<file path="src/rtl/mul_pkg.sv">
// Shared types and constants for the shift-and-add multiplier.
// Optional feature macro used elsewhere in this slice: MUL_EARLY_TERM_EN.
package mul_pkg;

  // Controller states
  typedef enum logic [1:0] {
    IDLE         = 2'd0,
    BUSY         = 2'd1,
    DONE         = 2'd2,
    WAIT_ACK_LOW = 2'd3
  } state_t;

  localparam int DEFAULT_WIDTH = 32;

  // Bits needed for a step counter that must reach WIDTH itself
  function automatic int cnt_width(input int width);
    return $clog2(width + 1);
  endfunction

endpackage

</file>
<file path="src/rtl/shift_add_multiplier_if.sv">
// Operand/result handshake bundle for one multiplier stage.
// slave = the multiplier's view, master = the producer/consumer's view.
interface shift_add_multiplier_if
  import mul_pkg::*;
#(
  parameter int WIDTH = DEFAULT_WIDTH
) ();

  logic [WIDTH-1:0]   a;
  logic [WIDTH-1:0]   b;
  logic               valid_data;
  logic               ret_ack;
  logic [2*WIDTH-1:0] producto;
  logic               Done_Flag;
  logic               ack;

  modport master (
    output a, b, valid_data, ack,
    input  ret_ack, producto, Done_Flag
  );

  modport slave (
    input  a, b, valid_data, ack,
    output ret_ack, producto, Done_Flag
  );

endinterface

</file>
<file path="src/rtl/mul_datapath.sv">
// Accumulator, shifting operand registers, adder and step counter.
// With MUL_EARLY_TERM_EN defined, 'finished' also fires once the remaining
// multiplier bits are all zero (after at least one step).
module mul_datapath
  import mul_pkg::*;
#(
  parameter int WIDTH = DEFAULT_WIDTH
) (
  input  logic               clk,
  input  logic               reset,
  input  logic               load,
  input  logic               step,
  input  logic [WIDTH-1:0]   a,
  input  logic [WIDTH-1:0]   b,
  output logic [2*WIDTH-1:0] acc,
  output logic               finished
);

  localparam int CNT_W = cnt_width(WIDTH);

  logic [2*WIDTH-1:0] mcand_r;
  logic [2*WIDTH-1:0] acc_r;
  logic [2*WIDTH-1:0] sum_s;
  logic [WIDTH-1:0]   mplier_r;
  logic [CNT_W-1:0]   cnt_r;

  // Conditional add of the shifted multiplicand for the current multiplier bit
  always_comb begin
    sum_s = acc_r;
    if (mplier_r[0]) begin
      sum_s = acc_r + mcand_r;
    end else begin
      sum_s = acc_r;
    end
  end

  // Operand capture on load, one multiplier bit consumed per step
  always_ff @(posedge clk or negedge reset) begin
    if (!reset) begin
      mcand_r  <= '0;
      mplier_r <= '0;
      acc_r    <= '0;
      cnt_r    <= '0;
    end else if (load) begin
      mcand_r  <= {{WIDTH{1'b0}}, a};
      mplier_r <= b;
      acc_r    <= '0;
      cnt_r    <= '0;
    end else if (step) begin
      acc_r    <= sum_s;
      mcand_r  <= mcand_r << 1;
      mplier_r <= mplier_r >> 1;
      cnt_r    <= cnt_r + CNT_W'(1);
    end else begin
      acc_r    <= acc_r;
    end
  end

`ifdef MUL_EARLY_TERM_EN
  // Remaining multiplier bits all zero means the accumulator is already final
  assign finished = (cnt_r == CNT_W'(WIDTH)) ||
                    ((cnt_r != CNT_W'(0)) && (mplier_r == '0));
`else
  assign finished = (cnt_r == CNT_W'(WIDTH));
`endif

  assign acc = acc_r;

endmodule

</file>
<file path="src/rtl/shift_add_multiplier.sv">
// Sequential unsigned shift-and-add multiplier with four-phase handshakes
// on both sides (valid_data/ret_ack in, Done_Flag/ack out).
// Optional: define MUL_EARLY_TERM_EN to leave BUSY once the multiplier runs out of ones.
module shift_add_multiplier
  import mul_pkg::*;
#(
  parameter int WIDTH = DEFAULT_WIDTH
) (
  input logic                   clk,
  input logic                   reset,
  shift_add_multiplier_if.slave bus
);

  state_t             state_r;
  logic               ret_ack_r;
  logic               done_r;
  logic [2*WIDTH-1:0] producto_r;
  logic [2*WIDTH-1:0] acc_s;
  logic               load_s;
  logic               step_s;
  logic               finished_s;

  // Datapath strobes decoded from the controller state
  always_comb begin
    load_s = 1'b0;
    step_s = 1'b0;
    case (state_r)
      IDLE:    load_s = bus.valid_data && !ret_ack_r;
      BUSY:    step_s = !finished_s;
      default: begin
        load_s = 1'b0;
        step_s = 1'b0;
      end
    endcase
  end

  mul_datapath #(.WIDTH(WIDTH)) u_datapath (
    .clk      (clk),
    .reset    (reset),
    .load     (load_s),
    .step     (step_s),
    .a        (bus.a),
    .b        (bus.b),
    .acc      (acc_s),
    .finished (finished_s)
  );

  // Controller FSM with registered handshake outputs and product
  always_ff @(posedge clk or negedge reset) begin
    if (!reset) begin
      state_r    <= IDLE;
      ret_ack_r  <= 1'b0;
      done_r     <= 1'b0;
      producto_r <= '0;
    end else begin
      // ret_ack follows the upstream request regardless of state
      if (!bus.valid_data) begin
        ret_ack_r <= 1'b0;
      end else if (load_s) begin
        ret_ack_r <= 1'b1;
      end else begin
        ret_ack_r <= ret_ack_r;
      end

      case (state_r)
        IDLE: begin
          if (load_s) begin
            state_r <= BUSY;
          end else begin
            state_r <= IDLE;
          end
        end
        BUSY: begin
          if (finished_s) begin
            producto_r <= acc_s;
            done_r     <= 1'b1;
            state_r    <= DONE;
          end else begin
            state_r    <= BUSY;
          end
        end
        DONE: begin
          if (bus.ack) begin
            done_r  <= 1'b0;
            state_r <= WAIT_ACK_LOW;
          end else begin
            state_r <= DONE;
          end
        end
        WAIT_ACK_LOW: begin
          if (!bus.ack) begin
            state_r <= IDLE;
          end else begin
            state_r <= WAIT_ACK_LOW;
          end
        end
        default: begin
          state_r <= IDLE;
          done_r  <= 1'b0;
        end
      endcase
    end
  end

  assign bus.ret_ack   = ret_ack_r;
  assign bus.Done_Flag = done_r;
  assign bus.producto  = producto_r;

endmodule

</file>
<file path="src/flat_wrapper.sv">
// flat-port wrapper written by rule: the top's interface ports become plain ports
module shift_add_multiplier_flat import mul_pkg::*;
#(
  parameter int WIDTH = DEFAULT_WIDTH
)
  (clk, reset, bus_a, bus_b, bus_valid_data, bus_ack, bus_ret_ack, bus_producto, bus_Done_Flag);
  shift_add_multiplier_if #(.WIDTH(WIDTH)) bus_i ();
  input logic clk;
  input logic reset;
  input wire logic [$bits(bus_i.a)-1:0] bus_a;
  input wire logic [$bits(bus_i.b)-1:0] bus_b;
  input wire logic [$bits(bus_i.valid_data)-1:0] bus_valid_data;
  input wire logic [$bits(bus_i.ack)-1:0] bus_ack;
  output wire logic [$bits(bus_i.ret_ack)-1:0] bus_ret_ack;
  output wire logic [$bits(bus_i.producto)-1:0] bus_producto;
  output wire logic [$bits(bus_i.Done_Flag)-1:0] bus_Done_Flag;
  assign bus_i.a = bus_a;
  assign bus_i.b = bus_b;
  assign bus_i.valid_data = bus_valid_data;
  assign bus_i.ack = bus_ack;
  assign bus_ret_ack = bus_i.ret_ack;
  assign bus_producto = bus_i.producto;
  assign bus_Done_Flag = bus_i.Done_Flag;
  shift_add_multiplier #(.WIDTH(WIDTH)) u_core (.clk(clk), .reset(reset), .bus(bus_i));
endmodule
</file>
<file path="config.mk">
export PLATFORM = sky130hd
export DESIGN_NAME = shift_add_multiplier_flat
export DESIGN_NICKNAME = d
export VERILOG_FILES = /design/src/rtl/mul_pkg.sv /design/src/rtl/shift_add_multiplier_if.sv /design/src/rtl/mul_datapath.sv /design/src/rtl/shift_add_multiplier.sv /design/src/flat_wrapper.sv
export SDC_FILE = /design/constraint.sdc
export NUM_CORES = 1
export LEC_CHECK = 0
export ABC_AREA = 1
export CORE_MARGIN = 4
export CORE_UTILIZATION = 50
export CTS_BUF_LIST = sky130_fd_sc_hd__clkbuf_16
export DETAILED_ROUTE_END_ITERATION = 8
export GPL_ROUTABILITY_DRIVEN = 0
export GPL_TIMING_DRIVEN = 0
export PLACE_DENSITY = 0.68
export REMOVE_ABC_BUFFERS = 1
export SKIP_LAST_GASP = 1
export SYNTH_ARGS = -nofsm -noshare
export SYNTH_HDL_FRONTEND = slang
export SYNTH_SLANG_ARGS = --single-unit
</file>
<file path="constraint.sdc">
create_clock -name clk -period 5.4 [get_ports clk]
set_input_delay 1.35 -clock clk [delete_from_list [all_inputs] [get_ports clk]]
set_output_delay 1.35 -clock clk [all_outputs]
set_load 0.02 [all_outputs]
</file>
### After elaboration in Yosys (flattened, before gate mapping)

Index checks and enable logic that the tools add are counted.

| storage, ports and cells | value |
|---|---|
| bits in registers | 234 |
| bits of input ports | 68 |
| logic and storage cells | 48 |

| operators by class | value |
|---|---|
| add/subtract/negate cells | 2 |
| eq/ne operators | 7 |
| muxes and demuxes | 21 |
| reduce and logical (&&, ||, !) cells | 10 |

Operators with widths:

| kind | count |
|---|---|
| $mux W64 | 5 |
| $add A64 B64 Y64 | 1 |
| $mux W32 | 2 |
| $mux W6 | 2 |
| $mux W1 | 8 |
| $pmux W2 S4 | 1 |
| $add A6 B1 Y6 const B | 1 |
| $eq A6 B6 Y1 const B | 1 |
| $reduce_bool A2 Y1 | 3 |
| $eq A2 B2 Y1 const B | 2 |
| $mux W2 | 2 |
| $ne A2 B1 Y1 const B | 2 |
| $reduce_and A2 Y1 | 2 |
| $reduce_and A3 Y1 | 1 |
| $eq A2 B1 Y1 const B | 1 |
| $logic_not A1 Y1 | 2 |
| $logic_not A2 Y1 | 1 |
| $ne A2 B2 Y1 const B | 1 |
| $pmux W1 S2 | 1 |
| $logic_and A1 B1 Y1 | 1 |

### Depth between registers and ports, before layout

Gate-level depths: netlist (run 1).

| logic depth | value |
|---|---|
| depth in word-level cells | 5 |
| gate-level depth with buffers | 15 |

### Hierarchy

A second synthesis (run 1) with hierarchy kept.

| unflattened totals | value |
|---|---|
| cell total of the unflattened synthesis | 2290 |
| area total of the unflattened synthesis | 15320.9 um^2 |

Modules (own cells, without submodules):

| module | instances | cells each | area each (um^2) | sequential area each (um^2) |
|---|---|---|---|---|
| mul_datapath | 1 | 1981 | 12456.9 | 4154.0 |
| shift_add_multiplier | 1 | 309 | 2864.0 | 1701.6 |

### Least setup slack after synthesis (run 1)

OpenSTA, ideal clock, no wires.

| timing path | value |
|---|---|
| path type | input to register |
| start point | in bus_valid_data |
| end point | reg u_core.u_datapath.mcand_r[23] |
| setup time | 0.090 ns |
| data arrival time | 2.188 ns |
| data required time | 5.310 ns |
| slack | 3.122 ns |
| stages | 6 |
| buffers on the path | 2 |
| path through | nand3_1 inv_2 buf_2 buf_2 nand2_1 o221ai_1 |

| on the way | value |
|---|---|
| cells in the longest elaborated chain, start to end | 3 |
| elaborated cells on any way between the ends | 4 |
| classes of those cells | mux: 2; reduce/logical: 2 |

Ends and longest elaborated chain:

| item | line | source |
|---|---|---|
| start, declared | flat_wrapper.sv:12 | `input wire logic [$bits(bus_i.valid_data)-1:0] bus_valid_data;` |
| $logic_and A1 B1 Y1 (*) | shift_add_multiplier.sv:28 | `IDLE: load_s = bus.valid_data && !ret_ack_r;` |
| $mux W1 (*) | shift_add_multiplier.sv:27 | `case (state_r)` |
| $mux W64 or $reduce_bool A2 Y1 (tied branches) | -- |  |
| end signal, assigned | mul_datapath.sv:45 | `mcand_r <= {{WIDTH{1'b0}}, a};` |
| end signal, assigned | mul_datapath.sv:51 | `mcand_r <= mcand_r << 1;` |
| end, declared | mul_datapath.sv:21 | `logic [2*WIDTH-1:0] mcand_r;` |

Mark *: on every way between the ends. The rest lies on a longest branch, timed or not.
A chain may end at the register's enable or synchronous reset.

### Worst setup path after layout (run 1)

| timing path | value |
|---|---|
| start point | in bus_valid_data |
| end point | reg u_core.u_datapath.mcand_r[19] |

The elaborated chain is that of the path after synthesis.

==> run metrics, run 1 <==
outcome=complete, no violations; synthesized cell area=about 15000 sq um; Fillers=2922; CP peak stage delay=around 1.0 ns; post-synthesis cell count=between 2000 and 2500; WL final=about 40000 um; CTS hold repair buffers=0; most common cell in the synthesized netlist=nand2_1; Fmax=between 0.2 and 0.25 GHz; XOR/XNOR Fraction of Synth Area=less than 1%; RSZ-0062 raised after global routing=false; Yosys reg bits=234; Initial Utilization=roughly half; register area=between 5000 and 6000 sq um; EDFF count, synth=0; Max Cap Viol=0; post-synth cell types=37; largest family of logic cells by synthesized area=simple AND/OR/NAND/NOR gates; total negative slack=0 ns; post-route setup slack=around 1.1 ns; top cell type's share of synthesized area=between 30% and 40%; Detailed Route Iter0 Violations=1021; Worst Hold Class=register to register; Total Nets Final=2447; H-tree depth=1; Root Driver=clkbuf_16; IR drop worst, VDD=~0.30 mV; Critical Path RT=a little under 6 ns; die width=approximately 180 um; Core Util, Final=approximately three fifths; Synth Flop Type=dfrtp_1; Final Cycle Share=80.5%; I/O pin cnt=134; count of pins over their slew limit=0; post-DP HPWL=30200 um; post-DR wirelength/cell=approximately 15 um; top cells by area, synth=dfrtp_1 (39%), nand2_1 (20%), inv_1 (10%); Hold WS=roughly 0.48 ns; layout cells sized above 1=5.10%; Post-CTS Setup Inserts=0; GRT overflow=0; slowest CP cell=nor2_4; crit path DAT=roughly 4.8 ns; drt pass-1 iters=7; via count=between 10000 and 15000; die footprint=32900 sq um; Sinks on Clock Net=around 230; Post-Synth Adder-Cell Area=around 5.5%; LEAKAGE=between 9 and 10 nW; n_diodes=0; die height=about 180 um; Worst Setup Start Kind=input pin; CTS tree=yes; mux cell area share after synthesis=between 2 and 2.5%; post-route minimum period=~4.3 ns; Syn Area/Cell=6.82 sq um; post-synthesis simple-gate area fraction=a little under a third; DR vias/cell=between 5 and 6; CTS buffer count=26; P&R area growth vs syn=16.9%; Tot Pwr=around 9.6 mW; post-route antenna net violation count=0; first-pass GRT wire length=about 66000 um; largest net degree at the start of global routing=between 90 and 100; worst slew pin tran=1.22 ns; clk slew on worst S/H paths=0.06 ns; Gates resized, CTS repair=0; post-synthesis async set-or-reset flop share=100%; CP Capture Type=register; multi-input logic area=roughly 7300 sq um; highest net fanout along the worst path=50; leading area contributor after synthesis=dfrtp_1; clk_skew=0.0128 ns; later-pin clock latency in the skew report=0.54 ns; row count=between 60 and 70; clk buf depth=3; Setup-failing EPs final=0; compound-cell area share of the yosys netlist=just over 9%; Rel. slew slack=a little under a fifth; Seq/Total Area, Yosys=38.9%; Synth Warn #=0; drc violations=0; GRT Total Usage=between 20% and 30%; Synth top cells by count=nand2_1 (788), inv_1 (420), dfrtp_1 (234); crit path cell chain=clkdlybuf4s50_1, nand3_2, inv_4, nor2_4, inv_2, o221ai_1; Pwr Density=546 nW/um^2; vias in the first global route=13536; final hold violations=0; core area=slightly below 30000 sq um; Place WS=about 0.48 ns; Buffers on Ports=roughly 130; antenna violations before repair=0; Setup CP Type=input pin to register
-- cell type report --
class	instances	share of cell area, %
clock buffers	27	3.85
clock inverters	20	1.04
inverters	431	9.24
multi-input cells	1482	41.5
flip-flops and latches	234	33.3
well taps	390	2.78
repair buffers	138	8.26
-- report_power, final --
| part | total (mW) | internal, mW | switching [mW] | leakage, nW |
|---|---|---|---|---|
| logic | 4.96 | 1.69 | 3.27 | 6.02 |
| clock network | 1.79 | 1.08 | 0.702 | 0.449 |
| registers | 2.86 | 2.42 | 0.432 | 3.10 |
| total | 9.60 | 5.19 | 4.40 | 9.57 |
-- logic make-up (layout without fill, tap and decap cells) --
kind of cell               Yosys count  after routing
muxes                               31             31
AOI/OAI and AO/OA                  254            254
xor gates and xnor gates             8              8
DFF                                234            234
and+or+nand+nor                   1123           1123
buffers and inverters              488            616
adders and majority gates           66             66
-- path summary, 6_finish.rpt --
| check | depth (start not counted) | to | slack (ns) | start |
|---|---|---|---|---|
| hold / removal | 2 | u_core.bus.producto[7]$_DFFE_PN0P_ | 0.48 | u_core.bus.producto[7]$_DFFE_PN0P_ |
| setup reg to reg | 8 | u_core.u_datapath.mcand_r[19]$_DFFE_PN0P_ | 1.08 | u_core.u_datapath.cnt_r[0]$_DFFE_PN0P_ |
| min in group asynchronous | 1 | u_core.u_datapath.mcand_r[7]$_DFFE_PN0P_ | 0.73 | reset |
| hold reg to reg | 2 | u_core.bus.producto[7]$_DFFE_PN0P_ | 0.48 | u_core.bus.producto[7]$_DFFE_PN0P_ |
| max in group asynchronous | 2 | u_core.u_datapath.mcand_r[54]$_DFFE_PN0P_ | 3.86 | reset |
| setup / recovery | 6 | u_core.u_datapath.mcand_r[19]$_DFFE_PN0P_ | 1.05 | bus_valid_data |
-- stage by stage --
stage                     instances  instance area [sq um]
final                          2722                  17600
after global routing           2722                  17600
after CTS                      2722                  17600
after detailed placement       2675                  16700
after global placement         2670                  16600
after floorplan                2147                  14700
-- layer usage --
layer | global-route usage (%) | share of wire (%) | vias to the layer above
li1 | - | - | 7051
met1 | 31.3 | 44 | 6341
met2 | 41.5 | 47 | 383
met3 | 3.63 | 5.7 | 77
met4 | 8.32 | 3.7 | 0
met5 | 0 | 0 | -
-- registers in the layout, summed over array words and instances (netlist names) --
| signal | cells |
|---|---|
| u_core.state_r | 2 |
| u_core.bus.producto | 64 |
| u_core.bus.ret_ack | 1 |
| u_core.u_datapath.cnt_r | 6 |
| u_core.u_datapath.mplier_r | 32 |
| u_core.u_datapath.mcand_r | 64 |
| u_core.bus.Done_Flag | 1 |
| u_core.u_datapath.acc | 64 |
-- layout by cell type (no fill, tap or decap) --
| cell | Yosys | final |
|---|---|---|
| nand2_1 | 788 | 788 |
| inv_1 | 420 | 428 |
| dfrtp_1 | 234 | 234 |
| nand3_1 | 152 | 151 |
| clkdlybuf4s50_1 | 0 | 132 |
| nor2_1 | 107 | 107 |
| a21oi_1 | 83 | 83 |
| o21ai_1 | 67 | 67 |
| ha_1 | 65 | 65 |
| o21ai_0 | 60 | 60 |
| mux2_2 | 31 | 31 |
| nor3_1 | 29 | 29 |
| clkbuf_16 | 0 | 27 |
| o31ai_1 | 16 | 16 |
| o221ai_1 | 15 | 15 |
| nor2_2 | 12 | 12 |
| o22ai_1 | 10 | 10 |
| clkinv_1 | 2 | 8 |
| nand3_2 | 6 | 7 |
| inv_2 | 8 | 7 |
| nand4_1 | 7 | 7 |
| xnor2_1 | 7 | 7 |
| nor3_2 | 6 | 6 |
| nand2_2 | 7 | 6 |
| bufinv_16 | 0 | 4 |
| nor2_4 | 3 | 3 |
| or2_2 | 3 | 3 |
| buf_12 | 0 | 3 |
| inv_4 | 1 | 2 |
| o21bai_1 | 2 | 2 |
| clkinv_2 | 0 | 2 |
| buf_16 | 0 | 2 |
| nand2_4 | 0 | 1 |
| nand4_4 | 0 | 1 |
| nor4_2 | 1 | 1 |
| or2_0 | 1 | 1 |
| o311ai_1 | 1 | 1 |
| xor2_1 | 1 | 1 |
| fa_1 | 1 | 1 |
| buf_8 | 0 | 1 |
-- critical path: cells and delay by family --
kind	cells	cell delay, ns
compound gates	1	0.41
buf+inv	3	1.55
simple gates	2	1.39
Power figures use the tool's default switching activity.
==> run 2: changes to the inputs <==
==> constraint.sdc (replaced) <==
create_clock -name clk -period 4.2 [get_ports clk]
set_input_delay 1.05 -clock clk [delete_from_list [all_inputs] [get_ports clk]]
set_output_delay 1.05 -clock clk [all_outputs]
set_load 0.02 [all_outputs]
==> run 2 against run 1 <==
Register-to-register slack lost 0.75 ns. Die area is the same. Design area is essentially flat. Wire length grew 0.35%. Global-route usage grew 0.064 points.
==> run metrics, run 2 (synthesis results as in run 1) <==
first-pass GRT wire length=~66000 um; outcome=complete, no violations; crit path DAT=4.29 ns; crit path cell chain=inv_1, ha_1, nand3_1, nand2_4, inv_4, nor2_4, inv_2, o221ai_1; Hold WS=about 0.43 ns; row count=63; IR drop worst, VDD=approximately 0.38 mV; met2 GRT Util=a little over two fifths; most frequent cells in the layout=nand2_1 (788), inv_1 (428), dfrtp_1 (234); GRT busiest layer=met2; vias in the first global route=around 14000; count of pins over their slew limit=0; post-route minimum period=3.87 ns; n_diodes=0; FF-to-FF Start=u_core.u_datapath.cnt_r[0]$_DFFE_PN0P_; WL final=around 41000 um; drc violations=0; antenna violations before repair=0; Setup-failing EPs final=0; LEAKAGE=about 9.6 nW; GRT overflow=0; post-route antenna net violation count=0; Post-Layout Cell Count=around 2700; layout cells sized above 1=5.14%; Critical Path RT=roughly 4.6 ns; Tot Pwr=about 12 mW; total negative slack=0 ns; die height=roughly 180 um; drt pass-1 iters=6; die footprint=around 33000 sq um; post-DP HPWL=between 30000 and 40000 um; clk buf depth=3; WP buf/inv=3; met1 GRT Util=between 30% and 40%; via count=13859; Final Cycle Share=just over 90%; Buffers on Ports=between 100 and 150; post-layout instance area=around 18000 sq um; P&R area growth vs syn=16.9%; R2R depth=8; later-pin clock latency in the skew report=about 0.54 ns; CTS buffer count=26; GRT Total Usage=roughly 24%; core area=slightly below 30000 sq um; Total Nets Final=roughly 2400; CTS tree=yes; most common cell after layout, fill and taps aside=nand2_1; Root Driver=clkbuf_16; RSZ-0062 raised after global routing=false; slowest CP cell=nor2_4; Rel. slew slack=between 20% and 30%; Sinks on Clock Net=roughly 230; routing usage on met3=around 3.7%; largest net degree at the start of global routing=93; post-DR wirelength/cell=between 10 and 15 um; highest net fanout along the worst path=58; clk slew on worst S/H paths=0.06 ns; CP Launch Point=u_core.u_datapath.cnt_r[0]$_DFFE_PN0P_; Max Cap Viol=0; H-tree depth=1; cell family with most CP delay=simple AND/OR/NAND/NOR gates; CP Capture Type=register; Worst Hold Class=input pin to async pin; cell area after placement=between 15000 and 20000 sq um; die width=181 um; Pwr Density=between 700 and 800 nW/um^2; final hold violations=0; Worst Setup Start Kind=register; Fmax=around 0.26 GHz; CP peak stage delay=0.73 ns; I/O pin cnt=roughly 130; clk_skew=~0.012 ns; DR vias/cell=5.09; r2r endpoint=u_core.u_datapath.mcand_r[19]$_DFFE_PN0P_; Initial Utilization=just over 50%; placed insts=2675; Setup CP Type=register to register; r2r setup slk=between 0.3 and 0.4 ns; worst slew pin tran=1.20 ns; CTS hold repair buffers=0; Detailed Route Iter0 Violations=between 1000 and 1500
## run 2: changes by cell type in the layout (fill, tap and decap cells not counted)
cell | before | now
nor2_2 | 12 | 13
## run 2: worst max-delay path by stage
stage,endpoint,slack (ns),cells after the start
after floorplan,u_core.u_datapath.mcand_r[17]$_DFFE_PN0P_,-0.26,5
after CTS,u_core.u_datapath.mcand_r[20]$_DFFE_PN0P_,0.36,8
final,u_core.u_datapath.mcand_r[19]$_DFFE_PN0P_,0.33,8
after detailed placement,u_core.u_datapath.mcand_r[21]$_DFFE_PN0P_,-0.65,8
after global routing,u_core.u_datapath.mcand_r[20]$_DFFE_PN0P_,0.04,8
after global placement,u_core.u_datapath.mcand_r[58]$_DFFE_PN0P_,-7.99,1
## run 2: power by group
group | internal, mW | total, mW | switching (mW) | leakage [nW]
clock network | 1.39 | 2.29 | 0.899 | 0.449
registers | 3.12 | 3.67 | 0.557 | 3.10
logic | 2.17 | 6.39 | 4.22 | 6.02
## run 2: worst register-to-register path, stage by stage (launching register included)
cell	delay (ns)
dfrtp_1	0.38
inv_1	0.11
ha_1	0.24
nand3_1	0.14
nand2_4	0.62
inv_4	0.42
nor2_4	0.75
inv_2	0.66
o221ai_1	0.43
## run 2: timing repair
item                       CTS  global route
setup buffers                0             0
setup endpoints to repair   50             0
gates resized for setup      1             0
## run 2: per-layer routing
layer | part of all wire, % | vias up
met4 | 3.8 | 0
met1 | 44 | 6345
met5 | 0 | -
li1 | - | 7050
met3 | 5.9 | 83
met2 | 47 | 381
## run 2: through the flow
stage	util, %	worst slack [ns]
final	59.3	0.334
after global routing	59.3	0.0390
after CTS	59.3	0.363
after detailed placement	56.4	-0.655
after global placement	55.9	-7.99
after floorplan	-	-0.257
## run 2: area by class of cell
cell class,count,area (sq um)
sequential,234,5860
clock buffer,27,676
inverter,431,1620
fill,2921,12100
clock inverter,20,183
tap,390,488
timing repair buffer,138,1450
multi-input combinational,1483,7300
